File: config.mk
export PLATFORM = sky130hd
export DESIGN_NAME = lcd_status_reader_flat
export DESIGN_NICKNAME = d
export VERILOG_FILES = /design/src/rtl/lcd_status_reader_if.sv /design/src/rtl/lcd_status_reader.sv /design/src/flat_wrapper.sv
export SDC_FILE = /design/constraint.sdc
export NUM_CORES = 1
export LEC_CHECK = 0
export CORE_MARGIN = 2
export CORE_UTILIZATION = 40
export CTS_CLUSTER_DIAMETER = 40
export DETAILED_ROUTE_END_ITERATION = 8
export PLACE_DENSITY = 0.68
export SYNTH_ARGS = -nofsm -noshare
export SYNTH_HDL_FRONTEND = slang
export SYNTH_SLANG_ARGS = --single-unit
export TNS_END_PERCENT = 10
File: constraint.sdc
create_clock -name clk -period 2.4 [get_ports clk]
set_input_delay 0.48 -clock clk [delete_from_list [all_inputs] [get_ports clk]]
set_output_delay 0.48 -clock clk [all_outputs]
set_load 0.01 [all_outputs]
File: src/rtl/lcd_status_reader_if.sv
// Request/response handshake between a client and the HD44780 status/data reader.
interface lcd_status_reader_if;
  logic       rd_req;
  logic       rd_rs;
  logic       poll;
  logic       ready;
  logic       done;
  logic       timeout;
  logic [7:0] rd_data;
  logic       busy_flag;
  logic [6:0] addr_cnt;

  modport master (
    output rd_req, rd_rs, poll,
    input  ready, done, timeout, rd_data, busy_flag, addr_cnt
  );

  modport slave (
    input  rd_req, rd_rs, poll,
    output ready, done, timeout, rd_data, busy_flag, addr_cnt
  );
endinterface

File: src/rtl/lcd_status_reader.sv
// HD44780 read-cycle engine: status or data reads with optional busy-flag polling.
// Drives E/RS/R_nW while bus_own is high; the shared pads are arbitrated above.
module lcd_status_reader #(
  parameter int T_AS      = 4,
  parameter int T_EH      = 25,
  parameter int T_EL      = 25,
  parameter int MAX_POLLS = 1023
) (
  input  logic                clk,
  input  logic                reset,
  lcd_status_reader_if.slave  rd_bus,
  input  logic [7:0]          lcd_data_in,
  output logic                bus_own,
  output logic                lcd_e,
  output logic                lcd_rs,
  output logic                lcd_rnw
);

  localparam int T_MAX_AE = (T_AS > T_EH) ? T_AS : T_EH;
  localparam int T_MAX    = (T_MAX_AE > T_EL) ? T_MAX_AE : T_EL;
  localparam int TW       = (T_MAX < 2) ? 1 : $clog2(T_MAX + 1);
  localparam int CW       = $clog2(MAX_POLLS + 1);

  typedef enum logic [2:0] {
    IDLE,
    SETUP,
    E_HIGH,
    E_LOW,
    CHECK,
    DONE
  } state_t;

  state_t        state;
  state_t        state_next;
  logic [TW-1:0] timer;
  logic          phase_end;
  logic          rs_q;
  logic          poll_q;
  logic          timeout_q;
  logic [CW-1:0] poll_cnt;
  logic [7:0]    capture;
  logic [7:0]    rd_data_q;
  logic          busy_flag_q;
  logic [6:0]    addr_cnt_q;
  logic          ready_w;
  logic          done_w;
  logic          timeout_w;
  logic          poll_again;

  assign rd_bus.ready     = ready_w;
  assign rd_bus.done      = done_w;
  assign rd_bus.timeout   = timeout_w;
  assign rd_bus.rd_data   = rd_data_q;
  assign rd_bus.busy_flag = busy_flag_q;
  assign rd_bus.addr_cnt  = addr_cnt_q;

  assign poll_again = poll_q && capture[7] && (poll_cnt != CW'(MAX_POLLS));

  always_comb begin
    phase_end = 1'b0;
    case (state)
      SETUP:   phase_end = (timer == TW'(T_AS - 1));
      E_HIGH:  phase_end = (timer == TW'(T_EH - 1));
      E_LOW:   phase_end = (timer == TW'(T_EL - 1));
      default: phase_end = 1'b0;
    endcase
  end

  always_ff @(posedge clk or negedge reset) begin
    if (!reset) state <= IDLE;
    else        state <= state_next;
  end

  // Pin levels are decoded from the state alone, so an async reset drops E at once.
  always_comb begin
    state_next = state;
    ready_w    = 1'b0;
    done_w     = 1'b0;
    timeout_w  = 1'b0;
    bus_own    = 1'b0;
    lcd_e      = 1'b0;
    lcd_rs     = 1'b0;
    lcd_rnw    = 1'b0;
    case (state)
      IDLE: begin
        ready_w = 1'b1;
        if (rd_bus.rd_req) state_next = SETUP;
      end
      SETUP: begin
        bus_own = 1'b1;
        lcd_rs  = rs_q;
        lcd_rnw = 1'b1;
        if (phase_end) state_next = E_HIGH;
      end
      E_HIGH: begin
        bus_own = 1'b1;
        lcd_e   = 1'b1;
        lcd_rs  = rs_q;
        lcd_rnw = 1'b1;
        if (phase_end) state_next = E_LOW;
      end
      E_LOW: begin
        bus_own = 1'b1;
        lcd_rs  = rs_q;
        lcd_rnw = 1'b1;
        if (phase_end) state_next = CHECK;
      end
      CHECK: begin
        bus_own    = 1'b1;
        lcd_rs     = rs_q;
        lcd_rnw    = 1'b1;
        state_next = poll_again ? SETUP : DONE;
      end
      DONE: begin
        done_w     = 1'b1;
        timeout_w  = timeout_q;
        state_next = IDLE;
      end
      default: state_next = IDLE;
    endcase
  end

  always_ff @(posedge clk or negedge reset) begin
    if (!reset)                   timer <= '0;
    else if (state_next != state) timer <= '0;
    else if (state == SETUP || state == E_HIGH || state == E_LOW)
      timer <= timer + TW'(1);
  end

  // Capture and poll count advance together on the last E-high cycle of each pulse.
  always_ff @(posedge clk or negedge reset) begin
    if (!reset) begin
      rs_q        <= 1'b0;
      poll_q      <= 1'b0;
      timeout_q   <= 1'b0;
      poll_cnt    <= '0;
      capture     <= 8'h00;
      rd_data_q   <= 8'h00;
      busy_flag_q <= 1'b0;
      addr_cnt_q  <= 7'h00;
    end else begin
      if (state == IDLE && rd_bus.rd_req) begin
        rs_q      <= rd_bus.rd_rs;
        poll_q    <= rd_bus.poll & ~rd_bus.rd_rs;
        poll_cnt  <= '0;
        timeout_q <= 1'b0;
      end
      if (state == E_HIGH && phase_end) begin
        capture  <= lcd_data_in;
        poll_cnt <= poll_cnt + CW'(1);
      end
      if (state == CHECK && !poll_again) begin
        timeout_q <= poll_q && capture[7];
        rd_data_q <= capture;
        if (!rs_q) begin
          busy_flag_q <= capture[7];
          addr_cnt_q  <= capture[6:0];
        end
      end
    end
  end

endmodule

File: src/flat_wrapper.sv
// flat-port wrapper written by rule: the top's interface ports become plain ports
module lcd_status_reader_flat 
#(
  parameter int T_AS      = 4,
  parameter int T_EH      = 25,
  parameter int T_EL      = 25,
  parameter int MAX_POLLS = 1023
)
  (clk, reset, lcd_data_in, bus_own, lcd_e, lcd_rs, lcd_rnw, rd_bus_rd_req, rd_bus_rd_rs, rd_bus_poll, rd_bus_ready, rd_bus_done, rd_bus_timeout, rd_bus_rd_data, rd_bus_busy_flag, rd_bus_addr_cnt);
  lcd_status_reader_if rd_bus_i ();
  input  logic clk;
  input  logic reset;
  input  logic [7:0] lcd_data_in;
  output logic bus_own;
  output logic lcd_e;
  output logic lcd_rs;
  output logic lcd_rnw;
  input wire logic [$bits(rd_bus_i.rd_req)-1:0] rd_bus_rd_req;
  input wire logic [$bits(rd_bus_i.rd_rs)-1:0] rd_bus_rd_rs;
  input wire logic [$bits(rd_bus_i.poll)-1:0] rd_bus_poll;
  output wire logic [$bits(rd_bus_i.ready)-1:0] rd_bus_ready;
  output wire logic [$bits(rd_bus_i.done)-1:0] rd_bus_done;
  output wire logic [$bits(rd_bus_i.timeout)-1:0] rd_bus_timeout;
  output wire logic [$bits(rd_bus_i.rd_data)-1:0] rd_bus_rd_data;
  output wire logic [$bits(rd_bus_i.busy_flag)-1:0] rd_bus_busy_flag;
  output wire logic [$bits(rd_bus_i.addr_cnt)-1:0] rd_bus_addr_cnt;
  assign rd_bus_i.rd_req = rd_bus_rd_req;
  assign rd_bus_i.rd_rs = rd_bus_rd_rs;
  assign rd_bus_i.poll = rd_bus_poll;
  assign rd_bus_ready = rd_bus_i.ready;
  assign rd_bus_done = rd_bus_i.done;
  assign rd_bus_timeout = rd_bus_i.timeout;
  assign rd_bus_rd_data = rd_bus_i.rd_data;
  assign rd_bus_busy_flag = rd_bus_i.busy_flag;
  assign rd_bus_addr_cnt = rd_bus_i.addr_cnt;
  lcd_status_reader #(.T_AS(T_AS), .T_EH(T_EH), .T_EL(T_EL), .MAX_POLLS(MAX_POLLS)) u_core (.clk(clk), .reset(reset), .rd_bus(rd_bus_i), .lcd_data_in(lcd_data_in), .bus_own(bus_own), .lcd_e(lcd_e), .lcd_rs(lcd_rs), .lcd_rnw(lcd_rnw));
endmodule
==> impl_metrics.tcl, run 1 <==
set metrics [dict create \
    critPathLaunchType "flop" \
    cts_buffer_depth 2 \
    ys_seq_elements 45 \
    drive_gt1_share_pct 16.31 \
    final_util_pct 52.47 \
    ioPinCount 36 \
    rr_worst_depth 5 \
    end_kind "primary output" \
    path_depth 4 \
    tns_ns 0 \
    clock_skew_ns 0.002848 \
    dp_hpwl_mm 2.963 \
    grt_max_degree 46 \
    grt_pass1_vias 1581 \
    ys.warnings.count 0 \
    wl_per_cell_um 14.11 \
    cts_sinks 45 \
    num_antenna_cells 0 \
    wl_mm 4.274 \
    tightestPinTransition_ns 0.5604 \
    layout_min_cycle_time_ns 2.283 \
    synth-edff-count 0 \
    crit_buf_inv 1 \
    die_h_um 77.78 \
    slew-limit-headroom_pct 62.47 \
    synth.distinct_cells 49 \
    cts-root-buf "clkbuf_8" \
    hold_ws_ns 0.2447 \
    synth_ff_type "dfrtp_1" \
    slew_viol_final 0 \
    drv_cap 0 \
    via_count 1560 \
    post-route-period-util_pct 95.11 \
    grt_usage_pct 15.66 \
    vdd_drop_max_mv 0.2384 \
    firstDrtPassIters 4 \
    fmax_mhz 438.1 \
    htreeDepth 2 \
    port_buffers 35 \
    ctsResizeCount 0 \
    die_x_um 77.78 \
    power.density_nw_per_um2 513.1 \
    start_util_pct 42.09 \
    postPlaceCellArea_um2 2592 \
    grt_pass1_wl_mm 7.514 \
    drc 0 \
    synth_area_um2 2177 \
    placementRows 26 \
    synthCells 193 \
    detail_route.iter0.violations 112 \
    antenna_found_initial 0 \
    cp_slowest_cell "clkdlybuf4s50_1" \
    cts-buffers-inserted 5 \
    setup_viol 0 \
    place_inst 295 \
    ant_nets 0 \
    fin_nets 247 \
    gp_congestion 0.7952 \
    area_growth_pct 24.66 \
    via_per_inst 5.149 \
    cts.clk_slew.worst_paths_ns 0.09 \
    crit_path_max_incr_delay_ns 0.53 \
    p_leak_nw 1.230 \
    cts_tree "built" \
    crit_family "buffers and inverters" \
    postSynthAreaPerCell_um2 11.28 \
    rsz0062_at_grt "false" \
    path_class "reg2out" \
    async_flop_share_pct 100.0 \
    syn_nets 208 \
    synth-seq-area-share_pct 51.72 \
    worstPathArrival_ns 1.80 \
    grt_overflow 0 \
    clk_latency_ns 0.29 \
    die_area_um2 6049 \
    cts_setup_buffers 0 \
    design_area_um2 2714 \
    crit_chain "nor2_2, xnor2_1, and2_1, clkdlybuf4s50_1" \
    status "finished, final reports clean" \
    cp_data_required_time_ns 1.92 \
    hold_viol_final 0 \
    hold_buffers 0 \
    fin_cells 303 \
    hp-class "in2async" \
    worstPathMaxFanout 11 \
    coreArea_um2 5172 \
]
[Yosys cell counts (2+ instances only)]
| library cell | n | area share [%] |
|---|---|---|
| mux2_1 | 6 | 3.1 |
| buf_2 | 2 | 0.46 |
| o21ai_1 | 2 | 0.46 |
| a41oi_1 | 3 | 1.2 |
| o21ai_0 | 5 | 1.1 |
| xor2_1 | 4 | 1.6 |
| nand2_1 | 41 | 7.1 |
| and2_1 | 2 | 0.57 |
| nor3_1 | 8 | 1.8 |
| and3_1 | 3 | 0.86 |
| buf_4 | 5 | 1.7 |
| mux2i_1 | 6 | 2.8 |
| a32oi_1 | 2 | 0.80 |
| nor2b_1 | 2 | 0.57 |
| nand4_1 | 4 | 1.1 |
| nor2_1 | 2 | 0.34 |
| dfrtp_1 | 45 | 52 |
| ha_1 | 2 | 1.1 |
| mux2_2 | 3 | 1.6 |
| xnor2_1 | 2 | 0.80 |
| a21oi_1 | 4 | 0.92 |
| nand3_1 | 3 | 0.69 |
| inv_1 | 2 | 0.34 |
| mux2_4 | 8 | 5.5 |
| a31oi_1 | 3 | 0.86 |
[area by class of cell]
class | count | area (µm²)
repair buffers | 41 | 390.4
well taps | 70 | 87.58
inverters | 2 | 7.507
fillers | 451 | 2459
multi-input cells | 137 | 985.9
clock buffers | 5 | 68.82
flip-flops and latches | 45 | 1127
clock inverters | 3 | 46.29
[layout by cell type, fill, tap and decap left out, types with 5 or more instances in the layout]
cell | Yosys | routed
dfrtp_1 | 45 | 44
nand2_1 | 41 | 41
clkdlybuf4s50_1 | 0 | 34
mux2_4 | 8 | 8
nor3_1 | 8 | 7
mux2_1 | 6 | 6
mux2i_1 | 6 | 6
buf_4 | 5 | 6
o21ai_0 | 5 | 5
clkbuf_8 | 0 | 5
[stage by stage]
stage | power (mW) | setup slack (ns)
after floorplan | 0.7895 | 0.6490
after global placement | 0.8283 | 0.4166
after detailed placement | 0.8290 | 0.4055
after CTS | 1.411 | 0.05647
after global routing | 1.450 | 0.03709
final | 1.392 | 0.1174
[cell families (layout without fill, tap and decap cells)]
family / Yosys count / after routing / synth area share [%]
AO/OA/AOI/OAI: 26 / 26 / 8.277
buffers and inverters: 11 / 51 / 3.219
XOR/XNOR: 6 / 6 / 2.414
multiplexers: 23 / 23 / 12.93
flip-flops: 45 / 45 / 51.72
AND/OR/NAND/NOR: 80 / 80 / 20.29
adder cells (fa/ha/maj): 2 / 2 / 1.149
[worst paths after layout]
path,startpoint,end,slack [ns]
setup reg to reg,u_core.poll_cnt[0],u_core.timer[3],0.44
hold / removal,reset,u_core.rd_bus.rd_data[3],0.24
setup / recovery,u_core.state[1],lcd_rs,0.12
max in group asynchronous,reset,u_core.state[1],1.73
hold reg to reg,u_core.poll_cnt[9],u_core.poll_cnt[9],0.48
min in group clk,u_core.poll_cnt[9],u_core.poll_cnt[9],0.48
[layer usage]
layer  track usage (%)  vias up  part of all wire, %
li1                  -      765                    -
met1             20.37      757                   49
met2             26.29       36                   47
met3             3.372        2                  3.9
met4             4.286        0                 0.33
met5                 0        -                    0
[report_power, final]
group,internal (mW),total (mW),switching (mW)
Combinational,0.0208,0.0424,0.0216
Sequential,0.764,0.770,0.00524
Clock,0.312,0.580,0.269
Total,1.10,1.39,0.295
[state kept, by name (all words and copies together) (netlist names)]
name and count:
u_core.rd_bus.busy_flag 1, u_core.timer 5, u_core.capture 8, u_core.poll_q 1, u_core.rd_bus.addr_cnt 7, u_core.timeout_q 1, u_core.rs_q 1, u_core.poll_cnt 10
u_core.state 3, u_core.rd_bus.rd_data 8
Note: power is estimated with default switching activity, not from simulation.
==> run 2, diff against run 1 <==
--- a/config.mk
+++ b/config.mk
@@ -5,6 +5,7 @@
 export SDC_FILE = /design/constraint.sdc
 export NUM_CORES = 1
 export LEC_CHECK = 0
+export CAP_MARGIN = 20
 export CORE_MARGIN = 2
 export CORE_UTILIZATION = 40
 export CTS_CLUSTER_DIAMETER = 40
==> results of run 2 <==
Same layout as run 1: the final DEF is identical, and so are final timing and power.
==> run 3, diff against run 2 <==
--- a/config.mk
+++ b/config.mk
@@ -6,11 +6,12 @@
 export NUM_CORES = 1
 export LEC_CHECK = 0
 export CAP_MARGIN = 20
-export CORE_MARGIN = 2
-export CORE_UTILIZATION = 40
+export CELL_PAD_IN_SITES_DETAIL_PLACEMENT = 1
+export CELL_PAD_IN_SITES_GLOBAL_PLACEMENT = 2
+export CORE_UTILIZATION = 34
 export CTS_CLUSTER_DIAMETER = 40
 export DETAILED_ROUTE_END_ITERATION = 8
-export PLACE_DENSITY = 0.68
+export PLACE_DENSITY = 0.83
 export SYNTH_ARGS = -nofsm -noshare
 export SYNTH_HDL_FRONTEND = slang
 export SYNTH_SLANG_ARGS = --single-unit
==> impl_metrics.tcl, run 3 (synthesis results as in run 1) <==
set metrics [dict create \
    p_leak_nw 1.236 \
    hold_buffers 0 \
    cts_setup_buffers 0 \
    clk_latency_ns 0.30 \
    post-route-period-util_pct 95.49 \
    slew-limit-headroom_pct 62.06 \
    ioPinCount 36 \
    die_area_um2 6727 \
    largest_reg_flops 10 \
    final_util_pct 45.11 \
    worstPathMaxFanout 12 \
    drv_cap 0 \
    grt_max_degree 26 \
    cts-buffers-inserted 5 \
    grt_pass1_wl_mm 8.280 \
    ant_nets 0 \
    fin_cells 308 \
    seqCellArea_um2 1130 \
    drc 0 \
    area_growth_pct 25.57 \
    fin_nets 247 \
    tightestPinTransition_ns 0.5691 \
    via_per_inst 5.062 \
    start_util_pct 35.92 \
    die_x_um 82.02 \
    postPlaceCellArea_um2 2611 \
    cts_buffer_depth 2 \
    die_h_um 82.02 \
    cts_sinks 45 \
    clock_skew_ns 0.007491 \
    cts.clk_slew.worst_paths_ns 0.08 \
    gp_congestion 0.7589 \
    cts-root-buf "clkbuf_8" \
    cp_data_required_time_ns 1.92 \
    end_kind "primary output" \
    rsz0062_at_grt "false" \
    final_cell_mix "dfrtp_1 (42), nand2_1 (41), clkdlybuf4s50_1 (34)" \
    htreeDepth 2 \
    layout_min_cycle_time_ns 2.292 \
    via_count 1559 \
    regMostFlops "u_core.poll_cnt" \
    grt_overflow 0 \
    drive_gt1_share_pct 16.74 \
    path_class "reg2out" \
    detail_route.iter0.violations 52 \
    grt_usage_pct 16.53 \
    power.density_nw_per_um2 510.2 \
    wl_per_cell_um 15.79 \
    r2r_setup_slack_ns 0.40 \
    critPathLaunchType "flop" \
    wl_mm 4.862 \
    hold_ws_ns 0.1536 \
    fmax_mhz 436.3 \
    setup_viol 0 \
    grt_pass1_vias 1664 \
    dp_hpwl_mm 3.435 \
    place_inst 300 \
    setup_slack_ns 0.1082 \
    vdd_drop_max_mv 0.2967 \
    tns_ns 0 \
    n_fill_cell 685 \
    placementRows 28 \
    antenna_found_initial 0 \
    hold_viol_final 0 \
    place_ws_ns 0.3282 \
    design_area_um2 2734 \
    final_common_cell "dfrtp_1" \
    worstPathArrival_ns 1.81 \
    slew_viol_final 0 \
    status "finished, final reports clean" \
    finalPower_mw 1.395 \
    firstDrtPassIters 4 \
    cts_tree "built" \
    coreArea_um2 6061 \
    hp-class "in2async" \
    num_antenna_cells 0 \
    port_buffers 35 \
    multi_input_area_um2 988.4 \
]
## run 3: changes by cell type in the layout (fill, tap and decap cells not counted)
cell / previous run / this run
xnor2_1: 2 / 1
clkbuf_1: 0 / 1
dfrtp_2: 1 / 3
nor3_2: 1 / 0
nor3_1: 7 / 8
buf_12: 0 / 1
buf_4: 6 / 5
dfrtp_1: 44 / 42
clkinvlp_4: 1 / 0
xnor2_2: 0 / 1
## run 3: where the power goes
part	internal (mW)	switching [mW]	total [mW]
clock network	0.313	0.267	0.580
logic	0.0229	0.0219	0.0448
registers	0.764	0.00570	0.770
total	1.10	0.295	1.39
## run 3: worst paths after layout
check	startpoint	endpoint	cells after the start
worst min register to register	u_core.poll_cnt[9]	u_core.poll_cnt[9]	1
min in group clk	u_core.poll_cnt[9]	u_core.poll_cnt[9]	1
max in group asynchronous	reset	u_core.state[2]	2
worst max-delay path	u_core.state[0]	lcd_rs	4
worst min-delay path	reset	u_core.rs_q	1
worst max register to register	u_core.poll_cnt[0]	u_core.timer[4]	5
## run 3: routing by layer
| layer | vias up | global-route usage [%] | wire (µm) |
|---|---|---|---|
| li1 | 760 | - | - |
| met1 | 773 | 23.04 | 2394 |
| met2 | 24 | 25.37 | 2293 |
| met3 | 2 | 3.667 | 133 |
| met4 | 0 | 5.263 | 41 |
| met5 | - | 0 | 0 |
## run 3: repair_timing
item                                    CTS  global route
gates cloned                              0             0
pin swaps                                 0             0
endpoints found under the setup margin    1             1
resized for setup                         1             3
## run 3: final cells by class
class	instances	area share, %
tap	75	3.432
clock buffer	6	2.654
multi-input combinational	137	36.16
inverter	2	0.2746
sequential	45	41.33
timing repair buffer	41	14.74
clock inverter	2	1.419
## run 3: critical path, cell delays in order, from the launching register on
cell,delay [ns]
dfrtp_2,0.50
nor2_2,0.20
xnor2_2,0.14
and2_1,0.15
clkdlybuf4s50_1,0.53
==> RTL edit, RTL diff (settings of run 3) <==
The 6 states of `state_t` get a Gray code encoding in 3 bits.
--- a/src/rtl/lcd_status_reader.sv
+++ b/src/rtl/lcd_status_reader.sv
@@ -24,8 +24,8 @@
   typedef enum logic [2:0] {
-    IDLE,
-    SETUP,
-    E_HIGH,
-    E_LOW,
-    CHECK,
-    DONE
+    IDLE   = 3'b000,
+    SETUP  = 3'b001,
+    E_HIGH = 3'b011,
+    E_LOW  = 3'b010,
+    CHECK  = 3'b110,
+    DONE   = 3'b111
   } state_t;
Function: same outputs for any inputs over 10 cycles, from zero or initial values and one cycle with reset low; not proved beyond that.
==> RTL edit against run 3 <==
Register-to-register slack better by 0.10 ns. Final area is 3.4% lower. Wire length is essentially flat. Total power decreased by 8.6%. Critical path depth grew 1. Highest routed layer unchanged. Clock power down 22%. Core utilization shrank 0.78 points. Sequential cell count is the same. First-iteration DRC count unchanged. Setup slack improved by 0.014 ns. Sequential share of layout area grew 1.4 points. Critical endpoint unchanged. Synthesized area shrank 3.2%.
==> RTL edit: results <==
metrics = {
    "outcome": {
        "status": "complete, no violations",
    },
    "synthesis": {
        "synthAdderAreaFrac": 0.0119,
        "muxShareOfSynthArea": 0.0796,
        "synth_compound_area_frac": 0.100,
        "synth_fp_nets": 221,
        "synth-seq-area-share": 0.534,
        "synth_area_leaders": "dfrtp_1 (53%), mux2_2 (7.5%), nand2_1 (7.5%)",
        "ys_types": 46,
        "synth_common_cells": "dfrtp_1 (45), nand2_1 (42), mux2_2 (14), nor2_1 (14), a21oi_1 (9)",
    },
    "routing": {
        "wl_per_cell_um": 15.1,
        "vias": 1645,
        "drtPass1Iterations": 2,
        "vias_per_cell": 5.11,
    },
    "cells_and_area": {
        "largest_reg_flops": 10,
        "fin_nets": 261,
    },
    "pwr": {
        "power_frac_seq": 0.605,
        "p_comb_frac": 0.037,
        "switching_share": 0.222,
        "leakage_nw": 1.21,
        "vdd_drop_max_uv": 222,
        "p_sw_mw": 0.282,
    },
    "placement": {
        "place_inst": 314,
        "place_area_um2": 2550,
    },
    "sta": {
        "max-slew-margin-rel": 0.661,
        "fin_worst_skew_ns": 0.00665,
    },
    "global_routing": {
        "grt_pass1_vias": 1719,
        "grt_max_degree": 25,
    },
}
[RTL edit: cell count changes after synthesis, moves of 5 or more]
cell,run 3,this run
mux2_1,6,0
mux2_4,8,0
nor2_1,2,14
mux2i_1,6,1
a21oi_1,4,9
mux2_2,3,14
[RTL edit: kinds of logic (layout without fill, tap and decap cells)]
logic type | after synthesis | after routing
compound gates | 34 | 34
xor+xnor | 5 | 5
fa+ha+maj | 2 | 2
buf+inv | 11 | 52
flops | 45 | 45
mux | 15 | 15
simple gates | 94 | 94
[RTL edit: final cells by class]
class / instances / area, um^2
Clock buffer: 6 / 72.6
Inverter: 4 / 15.0
Tap cell: 75 / 93.8
Timing Repair Buffer: 40 / 395
Fill cell: 696 / 3320
Clock inverter: 2 / 10.0
Sequential cell: 45 / 1130
Multi-Input combinational cell: 150 / 925
[RTL edit: metal layers]
layer	up-vias	track usage	share of wire
met2	28	0.277	0.46
met4	0	0.0589	0.015
met3	8	0.0352	0.031
li1	798	-	-
met1	811	0.222	0.49
met5	-	0	0
[RTL edit: path summary, 6_finish.rpt]
check,start,cells past startpoint,to,slack [ns]
setup / recovery,u_core.state[0]$_DFF_PN0_,5,lcd_rs,0.12
hold / removal,reset,1,u_core.poll_cnt[2]$_DFFE_PN0P_,0.15
setup reg to reg,u_core.state[2]$_DFF_PN0_,5,u_core.poll_cnt[2]$_DFFE_PN0P_,0.50
hold reg to reg,u_core.poll_cnt[9]$_DFFE_PN0P_,1,u_core.poll_cnt[9]$_DFFE_PN0P_,0.49
max in group asynchronous,reset,2,u_core.state[1]$_DFF_PN0_,1.74
min in group clk,u_core.poll_cnt[9]$_DFFE_PN0P_,1,u_core.poll_cnt[9]$_DFFE_PN0P_,0.49
